[src/rtl/aexm_pkg.sv]
// aexm_pkg: shared opcode constants, interrupt vector layout and decode helpers.
package aexm_pkg;
    localparam logic [5:0]  OPC_IMM    = 6'o54;
    localparam logic [5:0]  OPC_RTD    = 6'o55;
    localparam logic [5:0]  OPC_BRU    = 6'o46;
    localparam logic [5:0]  OPC_BRUI   = 6'o56;
    localparam logic [5:0]  OPC_BCC    = 6'o47;
    localparam logic [5:0]  OPC_BCCI   = 6'o57;
    localparam logic [5:0]  OPC_MUL    = 6'o20;
    localparam logic [5:0]  OPC_MULI   = 6'o30;
    localparam logic [5:0]  OPC_BSF    = 6'o21;
    localparam logic [5:0]  OPC_BSFI   = 6'o31;
    localparam logic [31:0] INT_BASE   = 32'hB9CE0000;
    localparam logic [15:0] VEC_BASE   = 16'h0010;
    localparam logic [15:0] VEC_STRIDE = 16'h0020;
    localparam logic [31:0] NOP_WORD   = 32'h80000000;

    // An interrupt must not split an IMM prefix or land in a branch delay slot.
    function automatic logic no_inject(input logic [5:0] opc);
        return opc inside {OPC_IMM, OPC_RTD, OPC_BRU, OPC_BRUI, OPC_BCC, OPC_BCCI};
    endfunction

    function automatic logic is_multi(input logic [5:0] opc);
        return opc inside {OPC_MUL, OPC_MULI, OPC_BSF, OPC_BSFI};
    endfunction

    function automatic logic is_ldst(input logic [5:0] opc);
        return {opc[5:4], opc[2]} inside {3'o6, 3'o7};
    endfunction
endpackage

[src/rtl/aexm_ifq_fifo.sv]
// aexm_ifq_fifo: DEPTH x 32 circular instruction buffer with occupancy count.
module aexm_ifq_fifo #(
    parameter int DEPTH = 4
) (
    input  logic                     clk_i,
    input  logic                     rst_i,
    input  logic                     flush_i,
    input  logic                     push_i,
    input  logic                     pop_i,
    input  logic [31:0]              wdata_i,
    output logic [31:0]              rdata_o,
    output logic [$clog2(DEPTH):0]   count_o,
    output logic                     full_o
);
    localparam int AW = $clog2(DEPTH);
    logic [31:0]   mem_q [DEPTH];
    logic [AW-1:0] rptr_q, rptr_d, wptr_q, wptr_d;
    logic [AW:0]   count_q, count_d;

    always_comb begin
        rptr_d  = flush_i ? '0 : rptr_q + AW'(pop_i);
        wptr_d  = flush_i ? '0 : wptr_q + AW'(push_i);
        count_d = flush_i ? '0 : count_q + (AW+1)'(push_i) - (AW+1)'(pop_i);
    end

    always_ff @(posedge clk_i) begin
        if (rst_i) begin
            rptr_q  <= '0;
            wptr_q  <= '0;
            count_q <= '0;
        end else begin
            rptr_q  <= rptr_d;
            wptr_q  <= wptr_d;
            count_q <= count_d;
        end
    end

    always_ff @(posedge clk_i) begin
        if (push_i && !flush_i) mem_q[wptr_q] <= wdata_i;
    end

    assign rdata_o = mem_q[rptr_q];
    assign count_o = count_q;
    assign full_o  = count_q == (AW+1)'(DEPTH);
endmodule

[src/rtl/aexm_ifq.sv]
// aexm_ifq: prefetch queue, interrupt injection, decode registers and multi-cycle stall.
module aexm_ifq
    import aexm_pkg::*;
#(
    parameter int DEPTH     = 4,
    parameter int NINT      = 2,
    parameter int STALL_CYC = 2
) (
    input  logic            gclk,
    input  logic            grst,
    input  logic            d_en,
    input  logic            oena,
    input  logic            flush,
    input  logic            rMSR_IE,
    input  logic            fill_valid,
    input  logic [31:0]     fill_data,
    output logic            fill_ready,
    input  logic [NINT-1:0] sys_int_i,
    output logic [NINT-1:0] int_ack,
    output logic [31:0]     xIREG,
    output logic [5:0]      rOPC,
    output logic [4:0]      rRD,
    output logic [4:0]      rRA,
    output logic [15:0]     rIMM,
    output logic [31:0]     rSIMM,
    output logic            rVALID,
    output logic            fSTALL
);
    logic [31:0]            head;
    logic [$clog2(DEPTH):0] count;
    logic                   full, has_word, inject, push, pop;
    logic [NINT-1:0]        sync1_q, sync2_q, pend_q, pend_d;
    logic [2:0]             idx;
    logic [15:0]            vec;
    logic [3:0]             stall_q, stall_d;

    assign has_word   = count != '0;
    assign fill_ready = !full;
    assign inject     = |pend_q && rMSR_IE && !no_inject(rOPC) && d_en && !flush && !grst;
    assign push       = fill_valid && !full && !flush;
    assign pop        = d_en && has_word && !inject && !flush;

    aexm_ifq_fifo #(.DEPTH(DEPTH)) u_fifo (
        .clk_i   (gclk),
        .rst_i   (grst),
        .flush_i (flush),
        .push_i  (push),
        .pop_i   (pop),
        .wdata_i (fill_data),
        .rdata_o (head),
        .count_o (count),
        .full_o  (full)
    );

    always_comb begin
        idx = '0;
        for (int k = NINT - 1; k >= 0; k--) if (pend_q[k]) idx = 3'(k);
    end

    assign vec     = VEC_BASE + VEC_STRIDE * {13'd0, idx};
    assign int_ack = inject ? pend_q & (~pend_q + NINT'(1)) : '0;
    assign xIREG   = inject ? (INT_BASE | {16'h0, vec}) : has_word ? head : NOP_WORD;
    assign pend_d  = rMSR_IE ? (pend_q | sync2_q) & ~int_ack : '0;

    always_ff @(posedge gclk) begin
        if (grst) begin
            sync1_q <= '0;
            sync2_q <= '0;
            pend_q  <= '0;
        end else begin
            pend_q <= pend_d;
            if (rMSR_IE) begin
                sync1_q <= sys_int_i;
                sync2_q <= sync1_q;
            end
        end
    end

    always_ff @(posedge gclk) begin
        if (grst) begin
            {rOPC, rRD, rRA, rIMM} <= '0;
            rSIMM  <= '0;
            rVALID <= 1'b0;
        end else if (d_en) begin
            {rOPC, rRD, rRA, rIMM} <= xIREG;
            rSIMM  <= (rOPC == OPC_IMM) ? {rIMM, xIREG[15:0]} : {{16{xIREG[15]}}, xIREG[15:0]};
            rVALID <= (inject || has_word) && !flush;
        end
    end

    // A new stall is only armed once the previous one has drained to zero.
    assign stall_d = !oena ? 4'd0
                   : stall_q != 4'd0 ? stall_q - 4'd1
                   : (is_multi(xIREG[31:26]) || is_ldst(rOPC)) ? 4'(STALL_CYC) : 4'd0;
    assign fSTALL  = stall_q != 4'd0;

    always_ff @(posedge gclk) begin
        if (grst) stall_q <= '0;
        else stall_q <= stall_d;
    end
endmodule

[config.mk]
export PLATFORM = sky130hd
export DESIGN_NAME = aexm_ifq
export DESIGN_NICKNAME = d
export VERILOG_FILES = /design/src/rtl/aexm_pkg.sv /design/src/rtl/aexm_ifq_fifo.sv /design/src/rtl/aexm_ifq.sv
export SDC_FILE = /design/constraint.sdc
export NUM_CORES = 1
export LEC_CHECK = 0
export CORE_MARGIN = 5
export CORE_UTILIZATION = 60
export CTS_CLUSTER_SIZE = 12
export DETAILED_ROUTE_END_ITERATION = 12
export DONT_BUFFER_PORTS = 1
export GPL_TIMING_DRIVEN = 1
export MAX_ROUTING_LAYER = met4
export PLACE_DENSITY = 0.86
export SLEW_MARGIN = 20
export SYNTH_ARGS = -nofsm -noshare
export SYNTH_HDL_FRONTEND = slang
export SYNTH_SLANG_ARGS = --single-unit
[constraint.sdc]
create_clock -name gclk -period 5.5 [get_ports gclk]
set_input_delay 0.275 -clock gclk [delete_from_list [all_inputs] [get_ports gclk]]
set_output_delay 0.275 -clock gclk [all_outputs]
set_load 0.05 [all_outputs]
# Yosys cells after proc, flatten, opt, wreduce, memory -nomap -nowiden
# Memories as Yosys holds them, arrays and structs flattened. A register that Yosys moved wholly into a read port is not among the register bits.
# Index checks and enable logic that the tools add are counted.
word_totals:
  regBits: 82
  mem_bits_rw: 128
  in_bits: 41
  output_inout_bits: 101
  elab_cells: 80
  n_memories: 1
memory_table:
  columns: ["name", "words", "word_bits", "rd", "rd_clocked_by_memory_dff", "write_ports", "line_no", "source"]
  rows:
  - ["u_fifo.mem_q", 4, 32, 1, 1, 1, "aexm_ifq_fifo.sv:16", "logic [31:0] mem_q [DEPTH];"]
op_classes:
  add_sub_neg: 7
  eq_ne: 13
  mux: 11
  bitwise: 7
  n_reduce_logical: 28
ops:
  columns: ["cell", "count"]
  rows:
  - ["$mux 32", 3]
  - ["$eq 6x6->1 const B", 6]
  - ["$eq 6x5->1 const B", 4]
  - ["$logic_and 1x1->1", 12]
  - ["$add 5x8->9 const A", 1]
  - ["$eq 3x3->1 const B", 3]
  - ["$reduce_bool 4->1", 2]
  - ["$reduce_or 2->1", 4]
  - ["$mux 2", 3]
  - ["$reduce_bool 6->1", 1]
  - ["$logic_not 1->1", 5]
  - ["$add 2x1->2", 2]
  - ["$and 2x2->2", 2]
  - ["$mux 4", 1]
  - ["$not 2->2", 2]
  - ["$sub 4x1->4 const B", 1]
  - ["$add 3x1->3", 1]
  - ["$mux 1", 3]
  - ["$mux 3", 1]
  - ["$reduce_bool 3->1", 1]
  - ["$sub 3x1->3", 1]
  - ["$add 2x1->2 const B", 1]
  - ["$logic_or 1x1->1", 2]
  - ["$not 1->1", 2]
  - ["2 further kinds", 2]

# Longest topological paths before layout
logic_depth:
  ltp_word: 13
  ltp_mapped: 12
  depth_no_buf: 11

# Hierarchy
# Synthesis repeated with hierarchy kept, for this count alone.
unflattened:
  hier_cells: 544
  area_unflattened_um2: 7855.0
by_module_without_submodules:
  columns: ["module", "n_inst", "cells_each", "area_each_um2", "seq_area_each_um2"]
  rows:
  - ["aexm_ifq_fifo", 1, 200, 5021.1, 3983.8]
  - ["aexm_ifq", 1, 344, 2834.0, 1181.1]

# Worst setup path after synthesis
# Ideal clock, no wire load.
synth_path:
  path_type: "register to register"
  start: "reg u_fifo.count_q[2], in the netlist u_fifo.count_o[2]"
  end: "mem u_fifo.mem_q[2][0], enable pin"
  setup_ns: 0.468
  t_arrival_ns: 3.264
  t_required_ns: 5.032
  path_slack_ns: 1.768
  stages_incl_launch_ff: 4
  n_path_buf: 0
  synth_period_minus_slack_ns: 3.732
  path_cell_list: "dfxtp_1 -> or3b_2 -> nand3b_1 -> nor3b_1"
synth_between:
  elab_chain_len: 7
synth_rtl:
  columns: ["element", "line_no", "source"]
  rows:
  - ["start: declaration", "aexm_ifq_fifo.sv:18", "logic [AW:0] count_q, count_d;"]
  - ["start signal: assignment", "aexm_ifq_fifo.sv:34", "count_q <= count_d;"]
  - ["$eq 3x3->1", "aexm_ifq_fifo.sv:44", "assign full_o = count_q == (AW+1)'(DEPTH);"]
  - ["$logic_not 1->1", null, null]
  - ["via fill_ready", "aexm_ifq.sv:17", "output logic fill_ready,"]
  - ["$logic_and 1x1->1 (2 in series)", "aexm_ifq.sv:40", "assign push = fill_valid && !full && !flush;"]
  - ["$logic_and 1x1->1", "aexm_ifq_fifo.sv:39", "if (push_i && !flush_i) mem_q[wptr_q] <= wdata_i;"]
  - ["$mux 1", "aexm_ifq_fifo.sv:39", null]
  - ["$mux 1 (not written as such)", "aexm_ifq_fifo.sv:39", null]
  - ["end: declaration", "aexm_ifq_fifo.sv:16", null]
# The timed path passes the listed nets, and every way through them passes these cells.

# Worst setup path in the final report
layout_path:
  start: "reg rOPC[1]"
  end: "reg u_fifo.count_q[2], in the netlist u_fifo.count_o[2]"
layout_between:
  elab_chain_len: 11
  word_cells_on_any_way: 16
  classes_between: "add/sub (1); eq/ne (6); reduce/logical (9)"
layout_rtl:
  columns: ["element", "line_no", "source"]
  rows:
  - ["start: declaration", "aexm_ifq.sv:21", "output logic [5:0] rOPC,"]
  - ["start signal: assignment", "aexm_ifq.sv:85", "{rOPC, rRD, rRA, rIMM} <= xIREG;"]
  - ["$eq 6x6->1", "aexm_pkg.sv:20", "return opc inside {OPC_IMM, OPC_RTD, OPC_BRU, OPC_BRUI, OPC_BCC, OPC_BCCI};"]
  - ["$reduce_bool 6->1 (*)", "aexm_pkg.sv:20", null]
  - ["$logic_not 1->1 (*)", "aexm_ifq.sv:39", "assign inject = |pend_q && rMSR_IE && !no_inject(rOPC) && d_en && !flush && !grst;"]
  - ["$logic_and 1x1->1 (*) (4 in series)", "aexm_ifq.sv:39", null]
  - ["$logic_not 1->1 (*)", "aexm_ifq.sv:41", "assign pop = d_en && has_word && !inject && !flush;"]
  - ["$logic_and 1x1->1 (*) (2 in series)", "aexm_ifq.sv:41", null]
  - ["$sub 3x1->3 (*)", "aexm_ifq_fifo.sv:23", "count_d = flush_i ? '0 : count_q + (AW+1)'(push_i) - (AW+1)'(pop_i);"]
# Mark *: on every way between the ends. The rest lies on a longest branch, timed or not.
# A chain may end at the register's enable or synchronous reset.

==> flow_summary.ini <==
[floorplan]
die-area_sq_mm = 0.0153
die_h_um = 124
die_x_um = 124
ios = 142
num_rows = 41
start_util = 0.613
core_sq_mm = 0.0127

[logic_synthesis]
yosysUniqueCellTypes = 39
synth-seq-cells = 194
synthCells = 534
synth_top_family_by_area = simple AND/OR/NAND/NOR gates
synth_compound_area_frac = 0.0621
seq_area_frac_synth = 0.665
yosys.area.top_type = edfxtp_1
ys_async_sr_fraction = 0
syn_area_per_cell_sq_um = 14.6
synthTopCellsByArea = edfxtp_1, dfxtp_1, mux4_2
synthesis.nets = 581
synth_edf_count = 128
synthSimpleGateAreaFrac = 0.117
synth_xor_xnor_area_share = 0.00451
yosys-top-cells-count = edfxtp_1, dfxtp_1, nor2_1, nand2_1, mux4_2
syn_area_sq_mm = 0.00777
synth_ff_type = edfxtp_1
synth.area.mux_share = 0.0979
synth.most_common_cell = edfxtp_1
synth.top_cell.area_share = 0.495
ys_warn_count = 0
synth_adder_area_share = 0.0106

[sta]
fin_crit_sh = 0.632
rsz0062_at_grt = no
skew_ps = 7.36
tightestPinTransition_ps = 1100
fin_setup_tns_ps = 0
finalMaxSlewViolations = 0
post-route-min-period_ps = 3480
fmax_mhz = 288
maxSlewHeadroom = 0.263
worst_slack_ps = 2020
setup_violations = 0
timing.final.hold_violations = 0

[global_routing]
grt_overflow = 0
antenna_found_initial = 0
grt_pass1_wl_mm = 25.3
grtUsageTotal = 0.231
grt_max_degree = 73
grt_pass1_vias = 4479

[place]
gp_congestion = 0.818
dp_slack_ps = 2150
dp_hpwl_mm = 10.5
port_buffers = 0
placedInstanceArea_sq_mm = 0.00778

[critical_path]
crit_family = simple AND/OR/NAND/NOR gates
path_buf_inv = 2
required_ps = 5800
critPathKind = reg -> reg
path_cells = nor2_1, o221ai_4, buf_4, nand2_1, nor3b_1, ha_1, inv_1, ha_1, fa_1, xnor2_1, xnor2_1, nor3_1
crit_fanout = 61
critical-path-slowest-cell = dfxtp_1
max_stage_delay_ps = 730
startpoint_type = register
arrival_ps = 3780
crit_path_end_kind = register

[drt]
dr_wl_met3_mm = 1.36
wl_met2_mm = 8.04
drt.antenna.violating_nets = 0
dr.pass1.iters = 5
drt-wirelength-per-cell_um = 23.0
drt-met1-wl_mm = 6.88
via_count = 4473
first_iter_violations = 447
routed_wl_mm = 16.7
vias_per_cell = 6.17
drcViolationCount = 0
top_layer_used = met4

[power]
p_seq_frac = 0.531
p_sw_frac = 0.236
p_per_area_mw_per_mm2 = 360
switching_power_mw = 0.743
leakagePower_nw = 2.96
pwr-share-comb = 0.064
ir_worst_vdd_mv = 0.208
power.share.clock = 0.405
p_int_mw = 2.41

[cells_and_area]
nNetsFinal = 588
layout-drive-gt1-share = 0.168
synthToLayoutAreaGrowth_pct = 12.7
stdcell_area_sq_mm = 0.00876
n_antenna_cell = 0

[clocking]
cts_root_buf = clkbuf_16
postCtsSetupBuffers = 0
cts_max_path_buffers = 2
cts_hold_buf = 35
numCtsBuffers = 17
htree_levels = 4
cts.sinks = 194
clk_latency_ps = 420
cts-resized-gates = 0
cts_tree = done
path_clk_slew_ps = 70

[worst_hold_path]
hold_class = in -> reg

[job]
maxCapViolCount = 0

[run_status]
outcome = finished clean
-- worst paths after layout --
check | startpoint | to | slack [ps] | depth (start not counted)
worst max-delay path | rOPC[1] | u_fifo.count_o[2] | 2020 | 12
worst min-delay path | sys_int_i[0] | sync1_q[0] | 30 | 2
worst max register to register | rOPC[1] | u_fifo.count_o[2] | 2020 | 12
worst min register to register | stall_q[0] | stall_q[0] | 440 | 1
-- cell families after synthesis --
logic type,Yosys count
multiplexers,36
adder cells (fa/ha/maj),6
AND/OR/NAND/NOR,170
AO/OA/AOI/OAI,59
buffers and inverters,65
flip-flops,194
XOR/XNOR,4
-- worst reg2reg max path, cell delays in order, from the launching register on --
cell and delay, ps:
dfxtp_1 730, nor2_1 230, o221ai_4 180, buf_4 490, nand2_1 180, nor3b_1 290, ha_1 170, inv_1 40
ha_1 200, fa_1 390, xnor2_1 230, xnor2_1 150, nor3_1 60
-- per-layer routing --
metal  up-vias  global-route usage
met3        33              0.0627
met5         -                   -
met4         0              0.0913
met1      2202               0.304
li1       2016                   -
met2       222               0.345
-- cell usage in the layout, fill, tap and decap left out, types with 3 or more instances in the layout --
| master | count |
|---|---|
| dfxtp_1 | 65 |
| clkbuf_16 | 17 |
| a21oi_1 | 22 |
| ha_1 | 5 |
| a211oi_2 | 11 |
| bufinv_16 | 4 |
| nor3_1 | 6 |
| nor2_1 | 39 |
| buf_4 | 8 |
| mux2i_1 | 4 |
| nand4_1 | 20 |
| and2_1 | 5 |
| edfxtp_1 | 128 |
| and3_1 | 20 |
| dlygate4sd3_1 | 34 |
| a211oi_1 | 7 |
| nand2b_1 | 25 |
| a311oi_1 | 11 |
| inv_6 | 3 |
| nand2_1 | 39 |
| inv_1 | 10 |
| mux4_2 | 32 |
| xnor2_1 | 4 |
-- stage by stage --
step,hold slack (ps),utilization,power (mW),std cells
floorplan,352,-,1.85,534
global placement,351,0.614,1.86,659
detailed placement,352,0.614,1.87,659
CTS,0.458,0.691,3.17,725
global route,4.73,0.691,3.26,725
finish,25.3,0.691,3.16,725
-- layout make-up --
class                           instances  area, sq um
Clock buffer                           18          429
Clock inverter                         13          184
Tap cell                              172          215
Timing Repair Buffer                   43          428
Inverter                               10         37.5
Fill cell                             841         3910
Sequential cell                       194         5170
Multi-Input combinational cell        275         2300
-- power groups by stage --
stage | Sequential [mW] | Clock (mW) | Combinational, mW
floorplan | 1.69 | 0 | 0.165
global placement | 1.71 | 0 | 0.156
detailed placement | 1.71 | 0 | 0.161
CTS | 1.68 | 1.29 | 0.202
global route | 1.68 | 1.37 | 0.215
finish | 1.68 | 1.28 | 0.202
-- registers in the layout (all words and copies together), names as in the netlist --
register and cells:
rSIMM 17, rVALID 1, u_fifo.rptr_q 2, rRA 5
rRD 5, rOPC 6, sync2_q 2, rIMM 15
pend_q 2, sync1_q 2, u_fifo.wptr_q 2, u_fifo.mem_q 128
u_fifo.count_o 3, stall_q 4
No activity file was read; power rests on OpenSTA's default activity.
